==> config.mk <==
export PLATFORM = sky130hd
export DESIGN_NAME = bus_spi_master_flat
export DESIGN_NICKNAME = d
export VERILOG_FILES = /design/src/rtl/bus_spi_master_if.sv /design/src/rtl/bus_spi_master.sv /design/src/flat_wrapper.sv
export SDC_FILE = /design/constraint.sdc
export NUM_CORES = 1
export LEC_CHECK = 0
export ABC_AREA = 1
export BUFFER_PORTS_ARGS = -buffer_cell sky130_fd_sc_hd__buf_2
export CORE_MARGIN = 2
export CORE_UTILIZATION = 55
export CTS_BUF_LIST = sky130_fd_sc_hd__clkbuf_8
export DETAILED_ROUTE_END_ITERATION = 10
export PLACE_DENSITY = 0.8
export SLEW_MARGIN = 30
export SYNTH_ARGS = -nofsm -noshare
export SYNTH_HDL_FRONTEND = slang
export SYNTH_SLANG_ARGS = --single-unit
==> constraint.sdc <==
create_clock -name clk -period 7.6 [get_ports clk]
set_input_delay 0.76 -clock clk [delete_from_list [all_inputs] [get_ports clk]]
set_output_delay 0.76 -clock clk [all_outputs]
set_load 0.02 [all_outputs]
==> src/rtl/bus_spi_master_if.sv <==
// CPU memory-bus port bundle for the SPI master responder.
interface bus_spi_master_if;
  logic [31:0] bus_addr;
  logic [31:0] bus_wdata;
  logic [3:0]  bus_be;
  logic        bus_rd_req;
  logic        bus_wr_req;
  logic [31:0] bus_rdata;
  logic        bus_rd_ack;
  logic        bus_wr_ack;

  // CPU side: issues requests, receives acks and read data
  modport master (
    output bus_addr, bus_wdata, bus_be, bus_rd_req, bus_wr_req,
    input  bus_rdata, bus_rd_ack, bus_wr_ack
  );

  // Peripheral side
  modport slave (
    input  bus_addr, bus_wdata, bus_be, bus_rd_req, bus_wr_req,
    output bus_rdata, bus_rd_ack, bus_wr_ack
  );
endinterface

==> src/rtl/bus_spi_master.sv <==
// Bus-mapped 8-bit SPI master, mode 0, MSB first.
// Registers: +0 CTRL (cs_en, busy, done, overrun), +4 DATA, +8 DIV.
// Read data is forced to zero outside the ack cycle so it can be OR-ed
// into the top-level read mux.
module bus_spi_master #(
  parameter logic [31:0] BUS_ADDR    = 32'h0200_0010,
  parameter logic [15:0] DEFAULT_DIV = 16'd5
) (
  input  logic             clk,
  input  logic             reset,
  bus_spi_master_if.slave  bus,
  output logic             spi_sclk,
  output logic             spi_mosi,
  input  logic             spi_miso,
  output logic             spi_cs_l
);

  typedef enum logic [1:0] {IDLE, LOW, HIGH} state_t;

  state_t      state;
  logic        cs_en;
  logic        done;
  logic        overrun;
  logic [15:0] div;
  logic [15:0] cnt;
  logic [2:0]  bit_cnt;
  logic [7:0]  tx_sh;
  logic [7:0]  rx_sh;
  logic [7:0]  rx_data;

  // Word offset from the base; subtraction makes addresses below the base
  // wrap to large values so a single compare covers the whole window.
  logic [29:0] word_off;
  logic        hit;
  logic        busy;
  logic        rd_hit, wr_hit;
  logic        ctrl_wr, data_wr, div_wr, data_rd;
  logic [31:0] rd_val;

  assign word_off = bus.bus_addr[31:2] - BUS_ADDR[31:2];
  assign hit      = (word_off < 30'd3);
  assign busy     = (state != IDLE);
  assign rd_hit   = bus.bus_rd_req & hit;
  assign wr_hit   = bus.bus_wr_req & hit;
  assign ctrl_wr  = wr_hit & (word_off[1:0] == 2'd0);
  assign data_wr  = wr_hit & (word_off[1:0] == 2'd1) & bus.bus_be[0];
  assign div_wr   = wr_hit & (word_off[1:0] == 2'd2);
  assign data_rd  = rd_hit & (word_off[1:0] == 2'd1);

  logic unused_ok;
  assign unused_ok = ^{bus.bus_addr[1:0], bus.bus_wdata[31:16], bus.bus_be[3:2]};

  // Register read mux, evaluated in the request cycle
  always_comb begin
    rd_val = '0;
    case (word_off[1:0])
      2'd0:    rd_val = {21'b0, overrun, done, busy, 7'b0, cs_en};
      2'd1:    rd_val = {24'b0, rx_data};
      2'd2:    rd_val = {16'b0, div};
      default: rd_val = '0;
    endcase
  end

  // Bus responder, control registers and the SCLK phase FSM. done is
  // touched by both the bus and the FSM, so they share one block; the
  // completion set is written last so it wins over a same-cycle read clear.
  always_ff @(posedge clk or posedge reset) begin
    if (reset) begin
      bus.bus_rdata  <= '0;
      bus.bus_rd_ack <= 1'b0;
      bus.bus_wr_ack <= 1'b0;
      state          <= IDLE;
      cs_en          <= 1'b0;
      spi_cs_l       <= 1'b1;
      spi_sclk       <= 1'b0;
      spi_mosi       <= 1'b0;
      done           <= 1'b0;
      overrun        <= 1'b0;
      div            <= DEFAULT_DIV;
      cnt            <= '0;
      bit_cnt        <= '0;
      tx_sh          <= '0;
      rx_sh          <= '0;
      rx_data        <= '0;
    end else begin
      bus.bus_rd_ack <= rd_hit;
      bus.bus_wr_ack <= wr_hit;
      bus.bus_rdata  <= rd_hit ? rd_val : 32'h0;

      if (ctrl_wr && bus.bus_be[0]) begin
        cs_en    <= bus.bus_wdata[0];
        spi_cs_l <= ~bus.bus_wdata[0];
      end
      if (ctrl_wr && bus.bus_be[1] && bus.bus_wdata[10])
        overrun <= 1'b0;

      if (div_wr && bus.bus_be[0]) div[7:0]  <= bus.bus_wdata[7:0];
      if (div_wr && bus.bus_be[1]) div[15:8] <= bus.bus_wdata[15:8];

      if (data_rd) done <= 1'b0;
      if (data_wr && busy) overrun <= 1'b1;

      case (state)
        IDLE: begin
          if (data_wr) begin
            tx_sh    <= bus.bus_wdata[7:0];
            spi_mosi <= bus.bus_wdata[7];
            spi_sclk <= 1'b0;
            done     <= 1'b0;
            cnt      <= div;
            bit_cnt  <= '0;
            state    <= LOW;
          end
        end
        LOW: begin
          if (cnt == 16'd0) begin
            spi_sclk <= 1'b1;
            rx_sh    <= {rx_sh[6:0], spi_miso};
            cnt      <= div;
            state    <= HIGH;
          end else begin
            cnt <= cnt - 16'd1;
          end
        end
        HIGH: begin
          if (cnt == 16'd0) begin
            spi_sclk <= 1'b0;
            cnt      <= div;
            if (bit_cnt == 3'd7) begin
              rx_data  <= rx_sh;
              done     <= 1'b1;
              spi_mosi <= 1'b0;
              state    <= IDLE;
            end else begin
              bit_cnt  <= bit_cnt + 3'd1;
              tx_sh    <= {tx_sh[6:0], 1'b0};
              spi_mosi <= tx_sh[6];
              state    <= LOW;
            end
          end else begin
            cnt <= cnt - 16'd1;
          end
        end
        default: state <= IDLE;
      endcase
    end
  end

endmodule
==> src/flat_wrapper.sv <==
// flat-port wrapper written by rule: the top's interface ports become plain ports
module bus_spi_master_flat 
#(
  parameter logic [31:0] BUS_ADDR    = 32'h0200_0010,
  parameter logic [15:0] DEFAULT_DIV = 16'd5
)
  (clk, reset, spi_sclk, spi_mosi, spi_miso, spi_cs_l, bus_bus_addr, bus_bus_wdata, bus_bus_be, bus_bus_rd_req, bus_bus_wr_req, bus_bus_rdata, bus_bus_rd_ack, bus_bus_wr_ack);
  bus_spi_master_if bus_i ();
  input  logic clk;
  input  logic reset;
  output logic spi_sclk;
  output logic spi_mosi;
  input  logic spi_miso;
  output logic spi_cs_l;
  input wire logic [$bits(bus_i.bus_addr)-1:0] bus_bus_addr;
  input wire logic [$bits(bus_i.bus_wdata)-1:0] bus_bus_wdata;
  input wire logic [$bits(bus_i.bus_be)-1:0] bus_bus_be;
  input wire logic [$bits(bus_i.bus_rd_req)-1:0] bus_bus_rd_req;
  input wire logic [$bits(bus_i.bus_wr_req)-1:0] bus_bus_wr_req;
  output wire logic [$bits(bus_i.bus_rdata)-1:0] bus_bus_rdata;
  output wire logic [$bits(bus_i.bus_rd_ack)-1:0] bus_bus_rd_ack;
  output wire logic [$bits(bus_i.bus_wr_ack)-1:0] bus_bus_wr_ack;
  assign bus_i.bus_addr = bus_bus_addr;
  assign bus_i.bus_wdata = bus_bus_wdata;
  assign bus_i.bus_be = bus_bus_be;
  assign bus_i.bus_rd_req = bus_bus_rd_req;
  assign bus_i.bus_wr_req = bus_bus_wr_req;
  assign bus_bus_rdata = bus_i.bus_rdata;
  assign bus_bus_rd_ack = bus_i.bus_rd_ack;
  assign bus_bus_wr_ack = bus_i.bus_wr_ack;
  bus_spi_master #(.BUS_ADDR(BUS_ADDR), .DEFAULT_DIV(DEFAULT_DIV)) u_core (.clk(clk), .reset(reset), .bus(bus_i), .spi_sclk(spi_sclk), .spi_mosi(spi_mosi), .spi_miso(spi_miso), .spi_cs_l(spi_cs_l));
endmodule
# == Word-level counts from Yosys, hierarchy flattened ==
# Cells that the tools add are included.
# Widths: inputs -> output; s select.
# totals
regBits,100
in_bits,73
# classes
bitwise_logic,8
eq_ne,9
addsub,3
n_reduce_logical,22
magnitude_cmp,1
mux,33
# op_table
operator,count
$mux 16,3
$pmux 16 s3,1
$pmux 16 s2,1
$lt 30x2->1 const B,1
$sub 30x24->30 const B,1
$mux 7,3
$logic_not 16->1,1
$sub 16x1->16 const B,1
$pmux 7 s2,1
$mux 1,13
$mux 3,3
$reduce_and 3->1,3
$reduce_and 4->1,2
$reduce_bool 2->1,4
$and 1x1->1,7
$logic_and 1x1->1,6
$mux 2,3
$ne 2x1->1 const B,3
$pmux 2 s3,1
$pmux 3 s2,1
$eq 2x1->1 const B,2
$eq 2x2->1 const B,2
$logic_not 2->1,2
$pmux 1 s2,2
8 further kinds,9

# == Logic depth before layout (Yosys ltp) ==
# Gate-level depths: netlist of run 1.
# depth
depth_word,8
depth_mapped,17

# == Worst setup path before layout of run 1 ==
# OpenSTA, ideal clock, no wires.
# synth_timing
path_kind,in2reg
startpoint,in bus_bus_addr[5]
endpoint,reg u_core.cnt[14]
slack_ps,5196
required_time_ps,7477
path_buffers,1
cell_stages,15
arrival_time_ps,2281
cell_sequence,nor2_2 -> nand2_2 -> nor2_4 -> nand3_2 -> nand2_4 -> nand2_2 -> nand2_1 -> nand4_1 -> nor2_4 -> nand4_4 -> nand2_8 -> nand2_4 -> buf_6 -> nand2_2 -> o21ai_2
# synth_via
elab_chain_len,7
# synth_rtl
item,line,text
start: declaration,flat_wrapper.sv:15,input wire logic [$bits(bus_i.bus_addr)-1:0] bus_bus_addr;
$sub 30x24->30,bus_spi_master.sv:40,assign word_off = bus.bus_addr[31:2] - BUS_ADDR[31:2];
$lt 30x2->1,bus_spi_master.sv:41,assign hit = (word_off < 30'd3);
$and 1x1->1,bus_spi_master.sv:44,assign wr_hit = bus.bus_wr_req & hit;
$and 1x1->1 (2 in a row),bus_spi_master.sv:46,assign data_wr = wr_hit & (word_off[1:0] == 2'd1) & bus.bus_be[0];
$ne 2x1->1 (no line),-,
$reduce_and 2->1 (no line),-,
end signal: assignment,bus_spi_master.sv:110,cnt <= div;
end signal: assignment,bus_spi_master.sv:119,cnt <= div;
end signal: assignment,bus_spi_master.sv:122,cnt <= cnt - 16'd1;
end: declaration,bus_spi_master.sv:25,logic [15:0] cnt;
# No other way between the ends.
# A chain may end at the register's enable or synchronous reset.

# == Worst setup path after layout of run 1 ==
# layout_timing
startpoint,in bus_bus_addr[5]
endpoint,reg u_core.bus.bus_rdata[4]
# layout_via
elab_chain_len,4
# layout_rtl
item,line,text
$sub 30x24->30,bus_spi_master.sv:40,
$lt 30x2->1,bus_spi_master.sv:41,
$and 1x1->1,bus_spi_master.sv:43,assign rd_hit = bus.bus_rd_req & hit;
$mux 16,bus_spi_master.sv:88,bus.bus_rdata <= rd_hit ? rd_val : 32'h0;
end signal: assignment,bus_spi_master.sv:88,
end: declaration,bus_spi_master_if.sv:21,"output bus_rdata, bus_rd_ack, bus_wr_ack"
# No other way between the ends.

==> results of run 1 <==
==> flip-flops by register name, indices dropped and copies added (netlist names), 2 cells and up <==
signal,flops
u_core.bus.bus_rdata,16
u_core.cnt,16
u_core.div,16
u_core.rx_data,8
u_core.rx_sh,8
u_core.tx_sh,7
u_core.bit_cnt,3
u_core.state,2
==> layout make-up <==
type	instances	share of cell area, %
Multi-Input combinational cell	481	45.0
Inverter	85	5.61
Tap cell	111	2.43
Timing Repair Buffer	74	6.60
Sequential cell	84	36.9
Clock inverter	7	1.34
Clock buffer	9	2.17
==> routing by layer <==
layer | up-vias | GRT usage, % | wire length, um
met5 | - | 0 | 0
met4 | 0 | 11.0 | 421
met3 | 39 | 5.27 | 622
met2 | 136 | 39.1 | 5310
met1 | 2040 | 31.4 | 5030
li1 | 2224 | - | -
==> kinds of logic after synthesis <==
kind of cell | Yosys count
buf+inv | 115
other cells | 1
mux | 6
simple gates | 359
compound gates | 84
flops | 84
fa+ha+maj | 8
xor+xnor | 8
==> critical path, stage by stage <==
cell      delay [ps]
buf_2            120
nor2_2           100
nand2_2          120
nor2_4           170
nand3_2          140
nand2_4          130
a21boi_1          90
nor2_1           190
nand3_2          110
nor2_4           160
nand3_2          130
inv_2            240
nand2_1          280
o21ai_1          240
==> worst paths after layout <==
kind | start | end | cells past startpoint
min in group asynchronous | reset | u_core.cnt[10] | 3
hold / removal | u_core.rx_data[3] | u_core.bus.bus_rdata[3] | 2
setup reg to reg | u_core.cnt[0] | u_core.cnt[2] | 11
setup / recovery | bus_bus_addr[5] | u_core.bus.bus_rdata[4] | 14
max in group asynchronous | reset | u_core.cnt[3] | 3
hold reg to reg | u_core.rx_data[3] | u_core.bus.bus_rdata[3] | 2
==> metrics by stage <==
stage	worst slack (ps)	utilization, %	hold slack, ps	total power [mW]
detailed placement	4550	60.2	459	0.571
CTS	4920	62.4	481	0.892
finish	4890	62.4	480	0.885
floorplan	4680	-	442	0.541
global placement	4630	60.1	455	0.565
global route	4750	62.4	497	0.931
==> synthesized netlist by cell type (6+ instances only) <==
master    instances  area (um2)
nor2_4            7        78.8
nand3b_1          6        45.0
inv_1            81         304
dfrtp_1          81        2030
nor2_2           13        81.3
buf_4            17         128
ha_1              8         100
clkbuf_1          7        26.3
nand2_2          18         113
o21ai_2          31         272
nor3_1            6        30.0
nand3_1          46         230
nand4_1          18         113
nor2_1           61         229
o21ai_0          44         220
nand2_1         170         638
buf_6             6        67.6
==> where the power goes <==
part           switching [mW]  internal (mW)  leakage (nW)
sequential            0.00909          0.463          1.16
clock                   0.168          0.155         0.107
combinational          0.0605         0.0290          1.72
total                   0.238          0.647          2.98
==> impl_metrics.csv, run 1 <==
group,metric,value,unit
logic_synthesis,synthSimpleGateAreaFrac,33.5,%
detailed_routing,antenna_left,0,
logic_synthesis,synthArstFlopShare,100,%
logic_synthesis,synth_xor_area_share,1.36,%
timing,fin_crit,2710,ps
detailed_routing,drtIter0Drc,290,
power,ir_drop,154,uV
finish,area_delta_synth_final,10.8,%
worst_setup_path,critPathCaptureType,"flop",
logic_synthesis,synth-main-ff-cell,"dfrtp_1",
timing,fin_skew,10.7,ps
run,maxCapViolCount,0,
finish,stdcell_area,0.00571,mm2
finish,seqCellArea,0.00211,mm2
worst_setup_path,crit_path_max_fanout,13,
worst_setup_path,cp.arrival,2990,ps
clock_tree,cts_max_path_buffers,2,
timing,worstMarginPinSlew,740,ps
clock_tree,clock_sinks,84,
logic_synthesis,synth_compound_area_share,10.5,%
detailed_routing,dr.pass1.iters,6,
grt,antenna_found_initial,0,
finish,layout_commonest_cell,"nand2_1",
worst_hold_path,hp-class,"reg -> reg",
logic_synthesis,synthesis.area,0.00515,mm2
status,status,"complete, no violations",
grt,grt_pass1_wl,19.6,mm
logic_synthesis,synth_edf_count,0,
die,dieHeight,101,um
logic_synthesis,synth_seq_area_share,40.8,%
clock_tree,cts_hold_buf,0,
power,cellPowerDensity,155,mW/mm2
clock_tree,postCtsSetupBuffers,0,
finish,multi_input_area,0.00257,mm2
clock_tree,cts_buffers,9,
clock_tree,path_clk_slew,90,ps
detailed_routing,drt-total-wl,11.4,mm
clock_tree,h-tree-depth,3,
detailed_routing,via_per_inst,5.22,
finish,mostFrequentLayoutCells,"170 x nand2_1, 81 x inv_1, 81 x dfrtp_1",
grt,grt_usage,24.3,%
die,die_area,0.0102,mm2
grt,grt_max_degree,85,
finish,fin_cells,851,
die,num_io_pins,110,
grt,grt_pass1_vias,4327,
logic_synthesis,ys_ff_latch,84,
logic_synthesis,synthCells,665,
worst_setup_path,regToRegSetupSlack,4980,ps
finish,antenna_cells,0,
die,rows,35,
power,p_leak,2.98,nW
logic_synthesis,synthAdderAreaFrac,1.94,%
placement,hpwl,8.52,mm
placement,dp_cells,835,
die,coreArea,0.00915,mm2
grt,gr-total-overflow,0,
clock_tree,clkLatencyLatePin,370,ps
detailed_routing,vias,4439,
logic_synthesis,synth.avg_cell_area,7.75,um2
detailed_routing,wl_per_cell,13.4,um
clock_tree,tritoncts,"built",
finish,fillers,802,
logic_synthesis,synth_mux_area_share,1.21,%
die,start_util,56.3,%
worst_setup_path,crit_type,"in -> reg",
die,die_w,101,um
logic_synthesis,ys_warn_count,0,
worst_setup_path,critPathRequiredTime,7880,ps
timing,relSlewSlack,50.7,%
timing,hold_viol,0,
logic_synthesis,synth_top_family_by_area,"simple AND/OR/NAND/NOR gates",
placement,gp_congestion,0.874,
clock_tree,ctsResizeCount,0,
timing,maxSlewViolCount,0,
worst_setup_path,cp-start-kind,"input port",
timing,fmax,0.369,GHz
timing,timing.final.crit_share,35.7,%
clock_tree,root_buffer,"clkbuf_8",
logic_synthesis,synth_cell_types,37,
finish,layout.nets,816,
placement,io_buffers,73,
placement,dpl_cell_area,0.00551,mm2
detailed_routing,drcViolationCount,0,
finish,layout-drive-gt1-share,24.1,%
timing,setup_viol,0,
timing,fin_tns_setup,0,ps
timing,rsz0062_at_grt,"false",
No activity file was read; power rests on OpenSTA's default activity.
==> run 2: changes to the inputs <==
- ABC_AREA: 1 -> 0
- PLACE_DENSITY: 0.8 -> 0.82
- clock period: 7.6 -> 2.6 ns (I/O delays scaled with it)
==> run 2 against run 1 <==
Clock-buffer cell count stayed put. Cell count is 28% lower. Synthesized cell count is 38% lower. Worst setup slack worse by 4700 ps. First-iteration DRC count is 30% lower. Sequential share of layout area is 3.1 points higher. Global-route usage is 0.57 points lower. Clock power grew to 3.0 times the previous value. Highest routed layer unchanged.
==> impl_metrics.csv, run 2 <==
group,metric,value,unit
timing,setup_viol,0,
grt,met3_usage,7.06,%
logic_synthesis,ys_ff_latch,84,
clock_tree,cts_max_path_buffers,2,
detailed_routing,drcViolationCount,0,
logic_synthesis,synthArstFlopShare,100,%
logic_synthesis,synth_top_area_share,45.6,%
worst_hold_path,whs_path_depth,2,
logic_synthesis,synthTopCellsByCount,"81 x dfrtp_1, 33 x mux2_2, 29 x nand2_1",
finish,reg_top3,"u_core.bus.bus_rdata: 16 flops, u_core.cnt: 16 flops, u_core.div: 16 flops",
finish,layout_commonest_cell,"dfrtp_1",
status,status,"complete, no violations",
timing,worstMarginPinSlew,688,ps
clock_tree,tritoncts,"built",
placement,gp_congestion,0.859,
logic_synthesis,ys_warn_count,0,
power,seq_power_share,53.4,%
power,ir_drop,397,uV
grt,gr-total-overflow,0,
grt,antenna_found_initial,0,
timing,fin_crit,2390,ps
power,clkPwrFrac,40.0,%
worst_hold_path,hp-class,"in -> reg",
grt,grt_pass1_vias,3457,
clock_tree,cts_buffers,9,
power,swShare,25.5,%
logic_synthesis,synthTopCellsByArea,"dfrtp_1 46%, mux2_2 8.4%, mux2_4 4.7%, a21oi_1 3.2%, buf_4 2.7%",
timing,fmax,0.418,GHz
worst_setup_path,cp-start-kind,"input port",
power,p_leak,2.61,nW
power,p_total,2.45,mW
timing,rsz0062_at_grt,"false",
detailed_routing,drtIter0Drc,204,
worst_setup_path,critPathCaptureType,"flop",
power,cellPowerDensity,465,mW/mm2
timing,timing.final.crit_share,92.1,%
die,num_io_pins,110,
logic_synthesis,yosys.area.top_type,"dfrtp_1",
grt,grt_usage,23.7,%
grt,grt_max_degree,46,
detailed_routing,antenna_left,0,
clock_tree,path_clk_slew,90,ps
finish,antenna_cells,0,
clock_tree,root_buffer,"clkbuf_8",
detailed_routing,drt-total-wl,10.0,mm
logic_synthesis,synth_seq_area_share,47.4,%
clock_tree,h-tree-depth,3,
run,maxCapViolCount,0,
logic_synthesis,synthesis.area,0.00444,mm2
worst_setup_path,reg2reg_depth,5,
timing,relSlewSlack,54.1,%
die,rows,32,
worst_setup_path,critPathRequiredTime,2890,ps
logic_synthesis,synthCells,412,
grt,use_met1,30.8,%
clock_tree,clkLatencyLatePin,370,ps
worst_setup_path,crit_type,"in -> reg",
logic_synthesis,synth_cell_types,62,
worst_setup_path,crit_path_max_fanout,19,
die,start_util,57.2,%
power,internal-power,1.82,mW
timing,hold_ws,67.2,ps
placement,io_buffers,73,
die,die_area,0.00881,mm2
finish,area_delta_synth_final,18.4,%
clock_tree,clock_sinks,84,
timing,maxSlewViolCount,0,
detailed_routing,wl_per_cell,16.3,um
timing,fin_skew,9.10,ps
detailed_routing,vias,3557,
die,dieHeight,93.9,um
grt,grt_busiest_layer,"met2",
power,power.switching,0.625,mW
detailed_routing,dr.pass1.iters,4,
finish,layout-drive-gt1-share,35.7,%
worst_setup_path,cp.arrival,2680,ps
power,p_comb_share,6.6,%
die,coreArea,0.00777,mm2
detailed_routing,via_per_inst,5.78,
finish,mostFrequentLayoutCells,"81 x dfrtp_1, 73 x buf_2, 33 x mux2_2",
finish,layout.nets,589,
logic_synthesis,synth.most_common_cell,"dfrtp_1",
logic_synthesis,synth_edf_count,0,
logic_synthesis,synth.avg_cell_area,10.8,um2
clock_tree,postCtsSetupBuffers,0,
grt,grt_pass1_wl,16.2,mm
grt,grt_use_met2,36.8,%
timing,hold_viol,0,
logic_synthesis,synth-main-ff-cell,"dfrtp_1",
placement,hpwl,7.37,mm
die,die_w,93.9,um
[run 2: cell count changes in the layout (fill, tap and decap cells not counted), sizes merged, moves of 26 or more]
cell	delta
o21ai	-58
nand3	-37
mux2	+46
a21oi	+27
nand2	-162
nor2	-61
buf	+26
inv	-70
[run 2: layout make-up]
class,count,area (um2)
clock buffers,9,124
clock inverters,7,82.6
flip-flops and latches,84,2110
well taps,102,128
inverters,14,53.8
multi-input cells,298,2160
fillers,611,2510
repair buffers,101,603
[run 2: logic make-up (layout without fill, tap and decap cells)]
logic type / after synthesis / count (layout) / synth area share [%]
and+or+nand+nor: 131 / 131 / 16.3
AOI/OAI and AO/OA: 90 / 90 / 14.1
DFF: 84 / 84 / 47.4
muxes: 52 / 52 / 14.2
buffers and inverters: 45 / 131 / 5.41
adders and majority gates: 8 / 8 / 2.25
other: 1 / 16 / 0.0844
xor gates and xnor gates: 1 / 1 / 0.197
[run 2: path summary, 6_finish.rpt]
path | slack, ps | to | startpoint
worst max-delay path | 210 | u_core.cnt[2] | bus_bus_addr[22]
worst min-delay path | 70 | u_core.spi_cs_l | bus_bus_wdata[0]
worst max register to register | 280 | u_core.rx_data[2] | u_core.cnt[6]
worst min register to register | 480 | u_core.spi_cs_l | u_core.spi_cs_l
max in group asynchronous | 1380 | u_core.div[0] | reset
min in group asynchronous | 500 | u_core.cnt[5] | reset
[run 2: metrics by stage]
step	setup TNS, ps	cells	setup slack, ps	utilization (%)	instance area (um2)
6_report	0	615	206	67.7	5260
3_3_place_gp	-1580	598	-90.5	64.9	5040
5_1_grt	0	615	98.0	67.7	5260
2_1_floorplan	0	427	68.2	-	4500
4_1_cts	0	615	193	67.7	5260
3_5_place_dp	-4160	598	-165	64.9	5040
[run 2: timing repair]
action,4_1_cts,5_1_grt
hold buffers,1,0
endpoints found under the hold margin,39,0
gates resized for setup,0,0
[run 2: critical path, stage by stage]
cell,delay [ps]
buf_2,90
or4_4,530
or2_4,260
nor4_2,290
o211ai_2,150
buf_4,170
o41ai_4,350
buf_12,200
buf_4,160
a21oi_1,70
a21oi_1,150
[run 2: routing by layer]
metal,vias up,wire length (um),share of wire (%)
met5,-,0,0
met4,0,297,3.0
met3,25,768,7.6
met2,156,4660,46
met1,1715,4310,43
li1,1661,-,-
[run 2: power by group through the flow]
stage | Clock, mW | Combinational, mW | Sequential, mW
6_report | 0.980 | 0.162 | 1.31
5_1_grt | 1.06 | 0.179 | 1.31
4_1_cts | 0.994 | 0.163 | 1.31
3_5_place_dp | 0 | 0.161 | 1.33
3_3_place_gp | 0 | 0.157 | 1.33
2_1_floorplan | 0 | 0.0972 | 1.33
==> run 3: changes to the inputs <==
- CELL_PAD_IN_SITES_DETAIL_PLACEMENT: default -> 1
- CELL_PAD_IN_SITES_GLOBAL_PLACEMENT: default -> 1
- CORE_UTILIZATION: 55 -> 46
- PLACE_DENSITY: 0.82 -> default
- PLACE_DENSITY_LB_ADDON: default -> 0.1
- clock period: 2.6 -> 2.8 ns (I/O delays scaled with it)
==> run 3 against run 2 <==
Non-clock buffer count fell by 12. Sequential share of layout area is 0.50 points higher. Clock-buffer cell count is the same. Clock power shrank 9.1%. Combinational power shrank 9%. Largest power group unchanged.
==> impl_metrics.csv, run 3 (same netlist as run 2, synthesis figures left out) <==
group,metric,value,unit
die,num_io_pins,110,
detailed_routing,via_per_inst,5.56,
die,die_area,0.0105,mm2
detailed_routing,antenna_left,0,
timing,relSlewSlack,52.9,%
finish,area_delta_synth_final,17.0,%
finish,reg_top3,"u_core.bus.bus_rdata: 16 flops, u_core.cnt: 16 flops, u_core.div: 16 flops",
placement,place_ws,-8.06,ps
worst_hold_path,min-delay-start,"bus_bus_wdata[0]",
power,power.switching,0.573,mW
worst_setup_path,critPathRequiredTime,3050,ps
power,cellPowerDensity,433,mW/mm2
detailed_routing,drtIter0Drc,81,
timing,fin_tns_setup,0,ps
clock_tree,h-tree-depth,3,
power,p_leak,2.54,nW
finish,utilization,55.7,%
worst_setup_path,reg2reg_from,"u_core.cnt[6]",
run,maxCapViolCount,0,
power,clkPwrFrac,39.6,%
die,rows,35,
power,internal-power,1.68,mW
power,p_total,2.25,mW
clock_tree,cts_buffers,9,
worst_setup_path,crit_type,"in -> reg",
die,start_util,47.6,%
power,ir_drop,237,uV
timing,setup_viol,0,
worst_setup_path,critPathCaptureType,"flop",
finish,fin_cells,630,
power,seq_power_share,53.9,%
timing,rsz0062_at_grt,"false",
placement,gp_congestion,0.777,
placement,dpl_cell_area,0.00499,mm2
timing,fin_crit,2420,ps
timing,worstMarginPinSlew,707,ps
timing,hold_viol,0,
worst_setup_path,crit_path_max_fanout,8,
grt,grt_usage,21.7,%
grt,gr-total-overflow,0,
grt,grt_pass1_wl,17.5,mm
clock_tree,clkLatencyLatePin,370,ps
timing,maxSlewViolCount,0,
worst_setup_path,crit_start,"bus_bus_addr[22]",
worst_setup_path,cp.arrival,2680,ps
clock_tree,clock_sinks,84,
grt,grt_pass1_vias,3525,
die,coreArea,0.00933,mm2
grt,grt_max_degree,46,
clock_tree,postCtsSetupBuffers,0,
placement,io_buffers,73,
die,die_w,102,um
placement,dp_cells,613,
finish,mostFrequentLayoutCells,"81 x dfrtp_1, 73 x buf_2, 33 x mux2_2",
die,dieHeight,102,um
power,p_comb_share,6.5,%
detailed_routing,drt-total-wl,10.9,mm
status,status,"complete, no violations",
clock_tree,cts_max_path_buffers,2,
detailed_routing,wl_per_cell,17.3,um
clock_tree,path_clk_slew,80,ps
timing,fin_skew,17.4,ps
finish,layout-drive-gt1-share,33.9,%
finish,layout_commonest_cell,"dfrtp_1",
detailed_routing,drcViolationCount,0,
finish,antenna_cells,0,
grt,antenna_found_initial,0,
finish,fillers,1048,
detailed_routing,vias,3501,
power,swShare,25.5,%
detailed_routing,dr.pass1.iters,4,
placement,hpwl,8.01,mm
timing,fmax,0.412,GHz
worst_hold_path,hp-class,"in -> reg",
timing,timing.final.crit_share,86.6,%
timing,setup_ws,375,ps
timing,hold_ws,101,ps
worst_setup_path,cp-start-kind,"input port",
clock_tree,tritoncts,"built",
clock_tree,root_buffer,"clkbuf_8",
finish,stdcell_area,0.00520,mm2
clock_tree,ctsResizeCount,0,
finish,layout.nets,577,
run 3: metal layers:
metal  share of wire, %  GRT usage (%)  vias up
li1                   -              -     1635
met1                 45           27.8     1758
met5                  0              0        -
met4                2.1           8.51        0
met3                4.0           3.97       21
met2                 49           36.7       87
run 3: cell type report:
type / instances / area (um2) / share of cell area [%]
Multi-Input combinational cell: 298 / 2160 / 41.7
Sequential cell: 84 / 2110 / 40.5
Timing Repair Buffer: 89 / 513 / 9.87
Tap cell: 129 / 161 / 3.11
Clock buffer: 9 / 124 / 2.38
Clock inverter: 7 / 73.8 / 1.42
Inverter: 14 / 53.8 / 1.04
run 3: path summary, 6_finish.rpt:
check | cells after the start | slack (ps) | to
worst max register to register | 5 | 480 | u_core.rx_data[6]
worst max-delay path | 9 | 380 | u_core.div[1]
min in group asynchronous | 3 | 530 | u_core.cnt[4]
worst min-delay path | 2 | 100 | u_core.spi_cs_l
worst min register to register | 2 | 470 | u_core.spi_cs_l
max in group asynchronous | 4 | 1530 | u_core.spi_cs_l
run 3: repair_timing:
action / 4_1_cts / 5_1_grt
hold buffers: 1 / 0
setup endpoints to repair: 0 / 0
endpoints found under the hold margin: 1 / 0
run 3: critical path, stage by stage:
cell	delay, ps
buf_2	100
or4_4	550
or2_4	270
o41a_1	410
o211ai_2	270
nor3_2	110
nand4_2	120
buf_4	200
mux2_2	360
run 3: power groups by stage:
stage / combinational [mW] / sequential, mW / clock (mW)
2_1_floorplan: 0.0903 / 1.24 / 0
3_3_place_gp: 0.143 / 1.24 / 0
3_5_place_dp: 0.147 / 1.24 / 0
4_1_cts: 0.148 / 1.21 / 0.917
5_1_grt: 0.162 / 1.21 / 0.956
6_report: 0.147 / 1.21 / 0.891
